--- config.mk ---
export PLATFORM = sky130hd
export DESIGN_NAME = rx_packet_assembler
export DESIGN_NICKNAME = d
export VERILOG_FILES = /design/src/rtl/comms_pkg.sv /design/src/rtl/sync_fifo.sv /design/src/rtl/rx_packet_assembler.sv
export SDC_FILE = /design/constraint.sdc
export NUM_CORES = 1
export LEC_CHECK = 0
export CELL_PAD_IN_SITES_DETAIL_PLACEMENT = 0
export CELL_PAD_IN_SITES_GLOBAL_PLACEMENT = 1
export CORE_MARGIN = 2
export CORE_UTILIZATION = 30
export CTS_CLUSTER_SIZE = 10
export DETAILED_ROUTE_END_ITERATION = 10
export MAX_ROUTING_LAYER = met4
export PLACE_DENSITY = 0.5
export SLEW_MARGIN = 30
export SYNTH_ARGS = -nofsm -noshare
export SYNTH_HDL_FRONTEND = slang
export SYNTH_SLANG_ARGS = --single-unit
--- constraint.sdc ---
create_clock -name clk_in -period 10.5 [get_ports clk_in]
set_input_delay 1.575 -clock clk_in [delete_from_list [all_inputs] [get_ports clk_in]]
set_output_delay 1.575 -clock clk_in [all_outputs]
set_load 0.1 [all_outputs]
--- src/rtl/comms_pkg.sv ---
// Shared types and constants for the UART packet receive path.
// Parser state encoding and the default frame start marker.
package comms_pkg;

   localparam logic [7:0] SYNC_BYTE_DEFAULT = 8'hA5;

   typedef enum logic [1:0] {
      IDLE,
      LEN,
      PAYLOAD,
      CHECK
   } rx_pkt_state_t;

endpackage

--- src/rtl/sync_fifo.sv ---
// Single-clock FIFO with registered count.
// A push into a full FIFO is accepted only when a pop happens in the same cycle.
module sync_fifo #(
   parameter int WIDTH = 32,
   parameter int DEPTH = 16
) (
   input  logic                     clk,
   input  logic                     rst,
   input  logic                     push,
   input  logic [WIDTH-1:0]         push_data,
   output logic                     full,
   input  logic                     pop,
   output logic [WIDTH-1:0]         pop_data,
   output logic                     empty,
   output logic [$clog2(DEPTH):0]   count
);

   localparam int AW = $clog2(DEPTH);
   localparam logic [AW:0] DEPTH_C = (AW + 1)'(DEPTH);

   logic [WIDTH-1:0] mem [DEPTH];
   logic [AW-1:0]    wr_ptr;
   logic [AW-1:0]    rd_ptr;
   logic             do_push;
   logic             do_pop;

   assign empty    = (count == '0);
   assign full     = (count == DEPTH_C);
   assign do_pop   = pop & ~empty;
   assign do_push  = push & (~full | do_pop);
   assign pop_data = mem[rd_ptr];

   always_ff @(posedge clk) begin
      if (rst) begin
         wr_ptr <= '0;
         rd_ptr <= '0;
         count  <= '0;
      end else begin
         if (do_push) begin
            wr_ptr <= wr_ptr + AW'(1);
         end
         if (do_pop) begin
            rd_ptr <= rd_ptr + AW'(1);
         end
         count <= count
                  + (AW + 1)'(do_push)
                  - (AW + 1)'(do_pop);
      end
   end

   always_ff @(posedge clk) begin
      if (do_push) begin
         mem[wr_ptr] <= push_data;
      end
   end

endmodule

--- src/rtl/rx_packet_assembler.sv ---
// Frame parser for SYNC/LEN/payload/SUM packets from the UART receiver.
// Completed little-endian words stream out through a FIFO.
module rx_packet_assembler
   import comms_pkg::*;
#(
   parameter int         WORD_SIZE      = 32,
   parameter int         FIFO_DEPTH     = 16,
   parameter logic [7:0] SYNC_BYTE      = SYNC_BYTE_DEFAULT,
   parameter int         TIMEOUT_CYCLES = 50000
) (
   input  logic                 clk_in,
   input  logic                 rst_in,
   input  logic [7:0]           byte_in,
   input  logic                 byte_valid_in,
   output logic [WORD_SIZE-1:0] word_out,
   output logic                 word_valid_out,
   input  logic                 word_ready_in,
   output logic                 frame_done_out,
   output logic                 frame_error_out,
   output logic                 overflow_out,
   output logic                 busy_out
);

   localparam int WORD_BYTES = WORD_SIZE / 8;
   localparam int BW = (WORD_BYTES > 1) ? $clog2(WORD_BYTES) : 1;
   localparam int TW = (TIMEOUT_CYCLES > 0) ?
                       $clog2(TIMEOUT_CYCLES + 1) : 1;
   localparam int CW = $clog2(FIFO_DEPTH) + 1;
   localparam logic [BW-1:0] LAST_IDX  = BW'(WORD_BYTES - 1);
   localparam logic [TW-1:0] TMO_LIMIT = TW'(TIMEOUT_CYCLES);

   rx_pkt_state_t state;
   rx_pkt_state_t state_n;

   logic [7:0]           len_q;
   logic [7:0]           word_cnt;
   logic [BW-1:0]        byte_idx;
   logic [7:0]           sum;
   logic [WORD_SIZE-1:0] shift;
   logic [WORD_SIZE-1:0] word_next;
   logic [TW-1:0]        tmo_cnt;

   logic tmo_hit;
   logic take;
   logic last_byte;
   logic push_en;
   logic done_d;
   logic err_d;

   logic                 fifo_full;
   logic                 fifo_empty;
   logic                 fifo_pop;
   logic [WORD_SIZE-1:0] fifo_head;
   logic [CW-1:0]        fifo_count;

   // A timeout wins over a byte arriving in the same cycle.
   assign tmo_hit = (TIMEOUT_CYCLES != 0)
                  && (state != IDLE)
                  && (tmo_cnt == TMO_LIMIT);
   assign take      = byte_valid_in & ~tmo_hit;
   assign last_byte = (byte_idx == LAST_IDX);

   always_comb begin
      word_next = shift;
      word_next[8*byte_idx +: 8] = byte_in;
   end

   always_comb begin
      state_n = state;
      push_en = 1'b0;
      done_d  = 1'b0;
      err_d   = 1'b0;
      if (tmo_hit) begin
         state_n = IDLE;
         err_d   = 1'b1;
      end else if (byte_valid_in) begin
         unique case (state)
            IDLE: begin
               if (byte_in == SYNC_BYTE) begin
                  state_n = LEN;
               end
            end
            LEN: begin
               if (byte_in == 8'd0) begin
                  err_d   = 1'b1;
                  state_n = IDLE;
               end else begin
                  state_n = PAYLOAD;
               end
            end
            PAYLOAD: begin
               if (last_byte) begin
                  push_en = 1'b1;
                  if (word_cnt + 8'd1 == len_q) begin
                     state_n = CHECK;
                  end
               end
            end
            CHECK: begin
               if (byte_in == sum) begin
                  done_d = 1'b1;
               end else begin
                  err_d  = 1'b1;
               end
               state_n = IDLE;
            end
            default: state_n = IDLE;
         endcase
      end
   end

   always_ff @(posedge clk_in) begin
      if (rst_in) begin
         state <= IDLE;
      end else begin
         state <= state_n;
      end
   end

   always_ff @(posedge clk_in) begin
      if (rst_in) begin
         len_q           <= '0;
         word_cnt        <= '0;
         byte_idx        <= '0;
         sum             <= '0;
         shift           <= '0;
         tmo_cnt         <= '0;
         frame_done_out  <= 1'b0;
         frame_error_out <= 1'b0;
         overflow_out    <= 1'b0;
      end else begin
         frame_done_out  <= done_d;
         frame_error_out <= err_d;
         if (push_en && fifo_full && !fifo_pop) begin
            overflow_out <= 1'b1;
         end
         if (tmo_hit || take || state == IDLE) begin
            tmo_cnt <= '0;
         end else if (TIMEOUT_CYCLES != 0) begin
            tmo_cnt <= tmo_cnt + TW'(1);
         end
         if (take) begin
            unique case (state)
               LEN: begin
                  len_q    <= byte_in;
                  word_cnt <= '0;
                  byte_idx <= '0;
                  sum      <= '0;
                  shift    <= '0;
               end
               PAYLOAD: begin
                  sum   <= sum + byte_in;
                  shift <= word_next;
                  if (last_byte) begin
                     byte_idx <= '0;
                     word_cnt <= word_cnt + 8'd1;
                  end else begin
                     byte_idx <= byte_idx + BW'(1);
                  end
               end
               default: begin
               end
            endcase
         end
      end
   end

   sync_fifo #(
      .WIDTH (WORD_SIZE),
      .DEPTH (FIFO_DEPTH)
   ) u_fifo (
      .clk       (clk_in),
      .rst       (rst_in),
      .push      (push_en),
      .push_data (word_next),
      .full      (fifo_full),
      .pop       (fifo_pop),
      .pop_data  (fifo_head),
      .empty     (fifo_empty),
      .count     (fifo_count)
   );

   assign word_valid_out = (fifo_count != '0);
   assign fifo_pop       = word_valid_out & word_ready_in;
   assign word_out       = fifo_empty ? '0 : fifo_head;
   assign busy_out       = (state != IDLE);

endmodule

==> results of run 1 <==
cells in the mapped netlist, drive strengths merged (6+ instances only):
cell / n / area share (%)
nor3: 13 / 0.26
nand4: 6 / 0.18
nand2: 92 / 1.4
buf: 33 / 0.75
xnor2: 16 / 0.57
mux2i: 10 / 0.41
a21oi: 58 / 1.2
inv: 53 / 0.81
mux4: 160 / 15
and3: 9 / 0.23
nor2b: 38 / 0.97
nand3: 52 / 1.1
dfxtp: 96 / 7.8
xor2: 21 / 0.75
o21ai: 45 / 0.92
edfxtp: 512 / 63
ha: 30 / 1.5
nor2: 64 / 0.98
or3: 7 / 0.18
clkbuf: 42 / 0.68
registers in the layout, summed over array words and instances, names as in the netlist, 2 cells and up, named ones only:
register / count
u_fifo.count: 5
word_cnt: 8
tmo_cnt: 16
byte_idx: 2
len_q: 8
shift: 32
u_fifo.wr_ptr: 4
u_fifo.mem: 512
u_fifo.rd_ptr: 4
sum: 8
how the worst max path moves through the flow:
stage          depth (start not counted)                to
2_1_floorplan                          5  u_fifo.mem[3][0]
3_3_place_gp                           6      word_out[10]
3_5_place_dp                           6      word_out[10]
4_1_cts                                6      word_out[10]
5_1_grt                                6      word_out[10]
6_report                               6      word_out[10]
layout make-up:
cell class / instances / area (um^2)
Tap cell: 1060 / 1330
Sequential cell: 608 / 17300
Inverter: 53 / 199
Timing Repair Buffer: 104 / 940
Clock buffer: 113 / 2060
Multi-Input combinational cell: 679 / 6890
Fill cell: 7542 / 52000
Clock inverter: 10 / 123
logic make-up after synthesis:
| logic type | synth area share [%] |
|---|---|
| simple gates | 6.42 |
| flops | 70.4 |
| mux | 15.1 |
| buf+inv | 2.29 |
| fa+ha+maj | 1.69 |
| compound gates | 2.85 |
| xor+xnor | 1.32 |
critical path, cell delays in order, from the launching register on:
cell and delay (ns):
dfxtp_4 0.72, buf_4 0.69, buf_4 0.74, mux4_2 0.42
mux4_2 0.46, nor2b_1 0.19, clkdlybuf4s50_1 1.02
metal layers:
| layer | global-route usage (%) | vias up | wire, um | part of all wire [%] |
|---|---|---|---|---|
| met1 | 19.5 | 6826 | 27500 | 44 |
| met5 | - | - | 0 | 0 |
| met4 | 3.52 | 0 | 1150 | 1.8 |
| met3 | 2.47 | 95 | 2270 | 3.6 |
| li1 | - | 5722 | - | - |
| met2 | 25.8 | 258 | 31600 | 51 |
report_power, final:
part,internal [mW],total (mW),switching [mW]
logic,0.444,1.52,1.07
clock network,1.37,2.33,0.955
registers,2.60,2.66,0.0587
total,4.42,6.51,2.09
through the flow:
stage,instance area (um^2),setup slack [ns],hold WS (ns),cells
2_1_floorplan,24600,5.60,0.432,1416
3_3_place_gp,26600,4.48,0.438,2502
3_5_place_dp,26600,4.49,0.444,2504
4_1_cts,28800,3.84,0.452,2627
5_1_grt,28800,3.78,0.467,2627
6_report,28800,3.95,0.449,2627
placed cells by master, fill, tap and decap left out, drive strengths merged, types with 5 or more instances in the layout:
master,count
a21oi,58
mux4,160
or3,7
xor2,21
dfxtp,96
edfxtp,512
ha,30
mux2i,10
inv,54
clkbuf,113
nand2,92
clkinv,8
buf,58
o21ai,45
nor3,13
xnor2,16
clkdlybuf4s50,46
nand3,52
and3,9
nor2b,38
a21o,5
nor3b,5
nand4,6
nor2,64
==> results.md, run 1 <==
* CTS tree: built
* Detail Placement HPWL at 31500 um
* Crit end category: primary output
* Layout cell share with drive strength beyond 1 at 22.0%
* Worst R2R Start: state[0]
* WS Path Type: reg -> out
* Fin util at 35.7%
* Die height at 290 um
* Avg Inst Size Synth at 17.4 um^2
* Initial DRT Pass Iterations at 5
* Crit path max fanout at 49
* Net Count, Synth at 1460
* Vias in the first global route at 13571
* Core Area at 0.0808 mm^2
* Final Hold Viols at 0
* Overflow after GRT at 0
* Total CTS buffers at 73
* TNS Setup at 0 ns
* Fmax at 0.153 GHz
* Seq/Total Area, Yosys at 70.4%
* Antenna violations before repair at 0
* Period Utilization, post-route at 62.4%
* Starting density of the core at 30.4%
* PD cells at 226 mW/mm^2
* Setup Skew at 0.0198 ns
* Flop2flop setup slack at 6.25 ns
* Boundary Pins at 49
* Hold path endpoint: shift[15]
* Clk slew on worst S/H paths at 0.05 ns
* Synthesized area at 0.0246 mm^2
* Number of flops mapped to enable cells by yosys at 512
* Final count of negative-setup-slack endpoints at 0
* Layout Nets at 1563
* DIE WIDTH at 290 um
* Register bit count reported by yosys at 608
* Overall Power at 6.51 mW
* R2r endpoint: u_fifo.mem[10][28]
* Largest net degree at the start of global routing at 84
* H-tree depth at 3
* Post-DR vias/cell at 4.91
* Antenna diode count at 0
* CTS Root Cell: clkbuf_16
* First-pass GRT wire length at 91700 um
* Post-route DRC at 0
* Cts hold-fix bufs at 0
* Period minus WS final at 6.55 ns
* Syn Inst Count at 1416
* Relative slew slack at 34.2%
* Sink Count at 608
* LEAKAGE at 7.92 nW
* WL final at 62600 um
* Worst Hold Class: reg -> reg
* Maximum VDD drop at 0.164 mV
* Ys flop type: edfxtp_1
* Port Buffers at 48
* Area grow syn2layout at 17.4%
* Ys Warns at 0
* Async set or reset register ratio after synthesis at 0%
* Vias at 12901
* Wire per inst at 23.8 um
* RSZ-0062 raised after global routing: false
* Post_cts resized at 0
* Worst path required time at 8.93 ns
* Row cnt at 104
* CP Data Arrival Time at 4.97 ns
* Slew Viols, Final at 0
* Clock tree buffer depth at 3
* Setup bufs post-CTS at 0
* Kind of start point of the critical path: flop
* Die ar. at 0.0842 mm^2
* Outcome: finished, final reports clean
* Worst-skew pair later-pin latency at 0.61 ns
* WHS Path Cells at 2
* Post-route antenna net violation count at 0
* RePlAce Congestion at 0.709
* Max_cap viols at 0
* Hold Startpoint: shift[15]
* R2R cell count at 8
* Synth cell types at 59
* Worst Tran Pin Value at 0.983 ns
* Detailed Route Iter0 Violations at 981
* Total GRT Usage at 15.3%
Power figures use the tool's default switching activity.
==> inputs of run 2 (changes only) <==
--- a/config.mk
+++ b/config.mk
@@ -12,7 +12,7 @@
 export CTS_CLUSTER_SIZE = 10
 export DETAILED_ROUTE_END_ITERATION = 10
 export MAX_ROUTING_LAYER = met4
-export PLACE_DENSITY = 0.5
+export PLACE_DENSITY = 0.52
 export SLEW_MARGIN = 30
 export SYNTH_ARGS = -nofsm -noshare
 export SYNTH_HDL_FRONTEND = slang
==> constraint.sdc (replaced) <==
create_clock -name clk_in -period 6 [get_ports clk_in]
set_input_delay 0.9 -clock clk_in [delete_from_list [all_inputs] [get_ports clk_in]]
set_output_delay 0.9 -clock clk_in [all_outputs]
set_load 0.1 [all_outputs]
==> results.md, run 2 (same netlist as run 1, synthesis figures left out) <==
* Crit path max fanout at 29
* Post-DP Area at 0.0268 mm^2
* Max FFs per register at 512
* WL final at 62100 um
* Finished Layout Cells at 2639
* RSZ-0062 raised after global routing: false
* Wire per inst at 23.5 um
* Maximum VDD drop at 0.194 mV
* Worst Hold Class: reg -> reg
* Max_cap viols at 0
* Core Area at 0.0808 mm^2
* Commonest non-fill, non-tap cell in the layout: edfxtp_1
* Antenna violations before repair at 0
* Final count of negative-setup-slack endpoints at 0
* Largest reg by FF count: u_fifo.mem
* Fmax at 0.202 GHz
* Clock tree buffer depth at 3
* Die height at 290 um
* WHS Path Cells at 2
* PD cells at 393 mW/mm^2
* Worst-skew pair later-pin latency at 0.63 ns
* Cts hold-fix bufs at 0
* Fin util at 35.9%
* Fill cell count at 7527
* Reg power frac at 41.0%
* Layout Nets at 1582
* Post_cts resized at 0
* Post-route antenna net violation count at 0
* Slew Viols, Final at 0
* TNS Setup at 0 ns
* Fin worst setup slack at 1.05 ns
* Switching Share at 32.6%
* Final Hold Viols at 0
* Starting density of the core at 30.4%
* CP Data Arrival Time at 4.05 ns
* Vias at 13051
* Crit end category: primary output
* Relative slew slack at 31.4%
* Area grow syn2layout at 18.0%
* R2R cell count at 9
* Setup bufs post-CTS at 0
* Overall Power at 11.4 mW
* First-pass GRT wire length at 92400 um
* Clock Power Share at 35.4%
* H-tree depth at 3
* Outcome: finished, final reports clean
* Worst Tran Pin Value at 1.03 ns
* CTS Root Cell: clkbuf_16
* LEAKAGE at 8.02 nW
* Design Area, Final at 0.0290 mm^2
* Antenna diode count at 0
* Vias in the first global route at 13887
* Layout cell share with drive strength beyond 1 at 22.8%
* Overflow after GRT at 0
* Logic gate share of total power at 23.6%
* Row cnt at 104
* Setup Skew at 0.0404 ns
* CTS tree: built
* Period Utilization, post-route at 82.5%
* P_sw at 3.72 mW
* Placed insts at 2522
* Kind of start point of the critical path: flop
* Detail Placement HPWL at 34900 um
* Post-DR vias/cell at 4.95
* Post-route DRC at 0
* Initial DRT Pass Iterations at 5
* Worst path required time at 5.10 ns
* RePlAce Congestion at 0.739
* Clk slew on worst S/H paths at 0.05 ns
* Total CTS buffers at 74
* Port Buffers at 48
* DP Worst Slack at 1.56 ns
* Commonest cells after routing, fill and taps aside: edfxtp_1, mux4_2, nand2_1, dfxtp_1, clkbuf_16
* Die ar. at 0.0842 mm^2
* Internal power at 7.69 mW
* Hold_ws at 0.450 ns
* Total GRT Usage at 15.3%
* Largest net degree at the start of global routing at 79
* DIE WIDTH at 290 um
* Boundary Pins at 49
* Biggest regs: u_fifo.mem (512), shift (32), tmo_cnt (16)
* Detailed Route Iter0 Violations at 1175
* Sink Count at 608
* Period minus WS final at 4.95 ns
* WS Path Type: reg -> out
[run 2: cell types whose count changed in the layout (fill, tap and decap cells not counted), moves of 2 or more]
cell / delta
o21ai_1: -2
clkinv_1: -2
buf_4: +15
clkinv_2: -2
clkbuf_1: -3
buf_16: +3
[run 2: worst paths after layout]
check | start | to | slack (ns)
worst max register to register | state[0] | u_fifo.mem[15][20] | 2.44
worst min register to register | shift[10] | shift[10] | 0.45
worst max-delay path | flop | word_out[27] | 1.05
worst min-delay path | shift[10] | shift[10] | 0.45
[run 2: cell type report]
| cell class | count | area [um^2] | share of cell area [%] |
|---|---|---|---|
| clock buffers | 109 | 2020 | 6.98 |
| well taps | 1060 | 1330 | 4.57 |
| clock inverters | 8 | 133 | 0.457 |
| inverters | 53 | 199 | 0.686 |
| multi-input cells | 679 | 6880 | 23.7 |
| flip-flops and latches | 608 | 17300 | 59.7 |
| repair buffers | 122 | 1140 | 3.94 |
[run 2: power groups by stage]
stage / Sequential (mW) / Combinational, mW / Clock (mW)
2_1_floorplan: 4.66 / 2.16 / 0
3_3_place_gp: 4.77 / 2.74 / 0
3_5_place_dp: 4.77 / 2.76 / 0
4_1_cts: 4.69 / 2.76 / 4.16
5_1_grt: 4.69 / 2.84 / 4.31
6_report: 4.68 / 2.69 / 4.04
[run 2: critical path, cell delays in order (launching register included)]
cell and delay [ns]:
dfxtp_4 0.76, buf_4 0.49, mux4_2 0.57, mux4_2 0.49, nor2b_1 0.14, clkdlybuf4s50_1 0.98
[run 2: metal layers]
metal  up-vias  wire [um]  track usage (%)
li1       5765          -                -
met1      6907      28600             20.7
met2       286      29900             24.2
met3        93       2440             2.38
met4         0       1190             3.84
met5         -          0                -
==> inputs of run 3 (changes only) <==
==> constraint.sdc (replaced) <==
create_clock -name clk_in -period 4.5 [get_ports clk_in]
set_input_delay 0.675 -clock clk_in [delete_from_list [all_inputs] [get_ports clk_in]]
set_output_delay 0.675 -clock clk_in [all_outputs]
set_load 0.1 [all_outputs]
==> results.md, run 3 (same netlist as run 1, synthesis figures left out) <==
* Antenna violations before repair at 2
* Fmax at 0.255 GHz
* Overall Power at 15.2 mW
* Initial DRT Pass Iterations at 5
* Fin worst setup slack at 0.580 ns
* Worst Tran Pin Value at 0.985 ns
* CTS tree: built
* Area grow syn2layout at 17.9%
* Worst-path cell chain: buf_12 > mux4_2 > mux4_2 > nor2b_1 > buf_4
* Worst path top cell family by delay: multiplexers
* Crit path buf inv count at 2
* Post-route DRC at 0
* WL final at 61800 um
* Final Hold Viols at 0
* Overflow after GRT at 0
* RePlAce Congestion at 0.712
* CP peak stage delay at 0.61 ns
* Detailed Route Iter0 Violations at 1063
* Starting density of the core at 30.4%
* Total CTS buffers at 74
* Port Buffers at 48
* Setup Skew at 0.0218 ns
* Vias at 12937
* Largest reg by FF count: u_fifo.mem
* Outcome: finished, final reports clean
* Period Utilization, post-route at 87.1%
* Boundary Pins at 49
* Kind of start point of the critical path: flop
* Die ar. at 0.0842 mm^2
* Flop2flop setup slack at 1.27 ns
* Antenna diode count at 0
* Layout Nets at 1580
* H-tree depth at 3
* CP Data Arrival Time at 3.24 ns
* Vias in the first global route at 13755
* Maximum VDD drop at 0.282 mV
* Layout cell share with drive strength beyond 1 at 25.1%
* DP Worst Slack at 1.05 ns
* PD cells at 525 mW/mm^2
* Max_cap viols at 0
* First-pass GRT wire length at 92200 um
* CTS Root Cell: clkbuf_16
* RSZ-0062 raised after global routing: false
* Fin util at 35.8%
* Slew Viols, Final at 0
* Total GRT Usage at 15.3%
* Largest net degree at the start of global routing at 69
* Row cnt at 104
* Max FFs per register at 512
* Worst-skew pair later-pin latency at 0.63 ns
* Period minus WS final at 3.92 ns
* Biggest regs: u_fifo.mem (512), shift (32), tmo_cnt (16)
* Clk slew on worst S/H paths at 0.06 ns
* Setup bufs post-CTS at 0
* TNS Setup at 0 ns
* Post_cts resized at 0
* Worst path required time at 3.83 ns
* Relative slew slack at 34.1%
* DIE WIDTH at 290 um
* CP most frequent cell: mux4_2
* Commonest non-fill, non-tap cell in the layout: edfxtp_1
* CP max stage cell: dfxtp_4
* Clock tree buffer depth at 3
* Core Area at 0.0808 mm^2
* Crit path max fanout at 52
* LEAKAGE at 8.06 nW
* Final count of negative-setup-slack endpoints at 0
* Post-route antenna net violation count at 0
* Wire per inst at 23.5 um
* Crit end category: primary output
* WS Path Type: reg -> out
* Post-DR vias/cell at 4.92
* Sink Count at 608
* Worst Hold Class: reg -> reg
* Die height at 290 um
* Detail Placement HPWL at 34400 um
* Cts hold-fix bufs at 0
* Commonest cells after routing, fill and taps aside: edfxtp_1, mux4_2, buf_4, nand2_1, dfxtp_1
==> run 3: cell count changes in the layout (fill, tap and decap cells not counted), sizes merged <==
cell | previous run | this run
clkinvlp | 1 | 0
buf | 76 | 107
bufinv | 0 | 1
clkdlybuf4s50 | 46 | 13
clkinv | 5 | 12
clkbuf | 109 | 96
==> run 3: final timing paths <==
kind,start,endpoint,cells after the start
worst max register to register,tmo_cnt[0],u_fifo.mem[5][18],9
worst min register to register,shift[13],shift[13],2
worst min-delay path,shift[13],shift[13],2
worst max-delay path,flop,word_out[31],5
==> run 3: power breakdown <==
| group | total (mW) | switching (mW) | internal (mW) |
|---|---|---|---|
| logic | 3.51 | 2.53 | 0.981 |
| registers | 6.20 | 0.117 | 6.08 |
| clock network | 5.49 | 2.32 | 3.17 |
| total | 15.2 | 4.97 | 10.2 |
==> run 3: layer usage <==
layer,share of wire (%),track usage (%),up-vias
met5,0,-,-
met4,1.7,3.80,0
met3,4.2,2.67,76
li1,-,-,5740
met1,45,20.0,6854
met2,49,25.0,267
==> run 3: layout make-up <==
cell class	instances	area [um^2]
multi-input combinational	679	6870
timing repair buffer	120	1050
fill	7566	51800
tap	1060	1330
inverter	53	199
clock inverter	15	240
clock buffer	96	1980
sequential	608	17300
==> run 3: worst register-to-register path, delay by kind of cell, from the launching register on <==
kind / cells / cell delay [ns]
flops: 1 / 0.39
simple gates: 5 / 1.37
buf+inv: 3 / 0.87
fa+ha+maj: 1 / 0.20
==> run 3: metrics by stage <==
stage	area (um^2)	std cells	hold slack (ns)
final	29000	2631	0.452
after detailed placement	26700	2520	0.443
after floorplan	24600	1416	0.432
after global placement	26700	2520	0.438
after global routing	29000	2631	0.475
after CTS	29000	2631	0.451
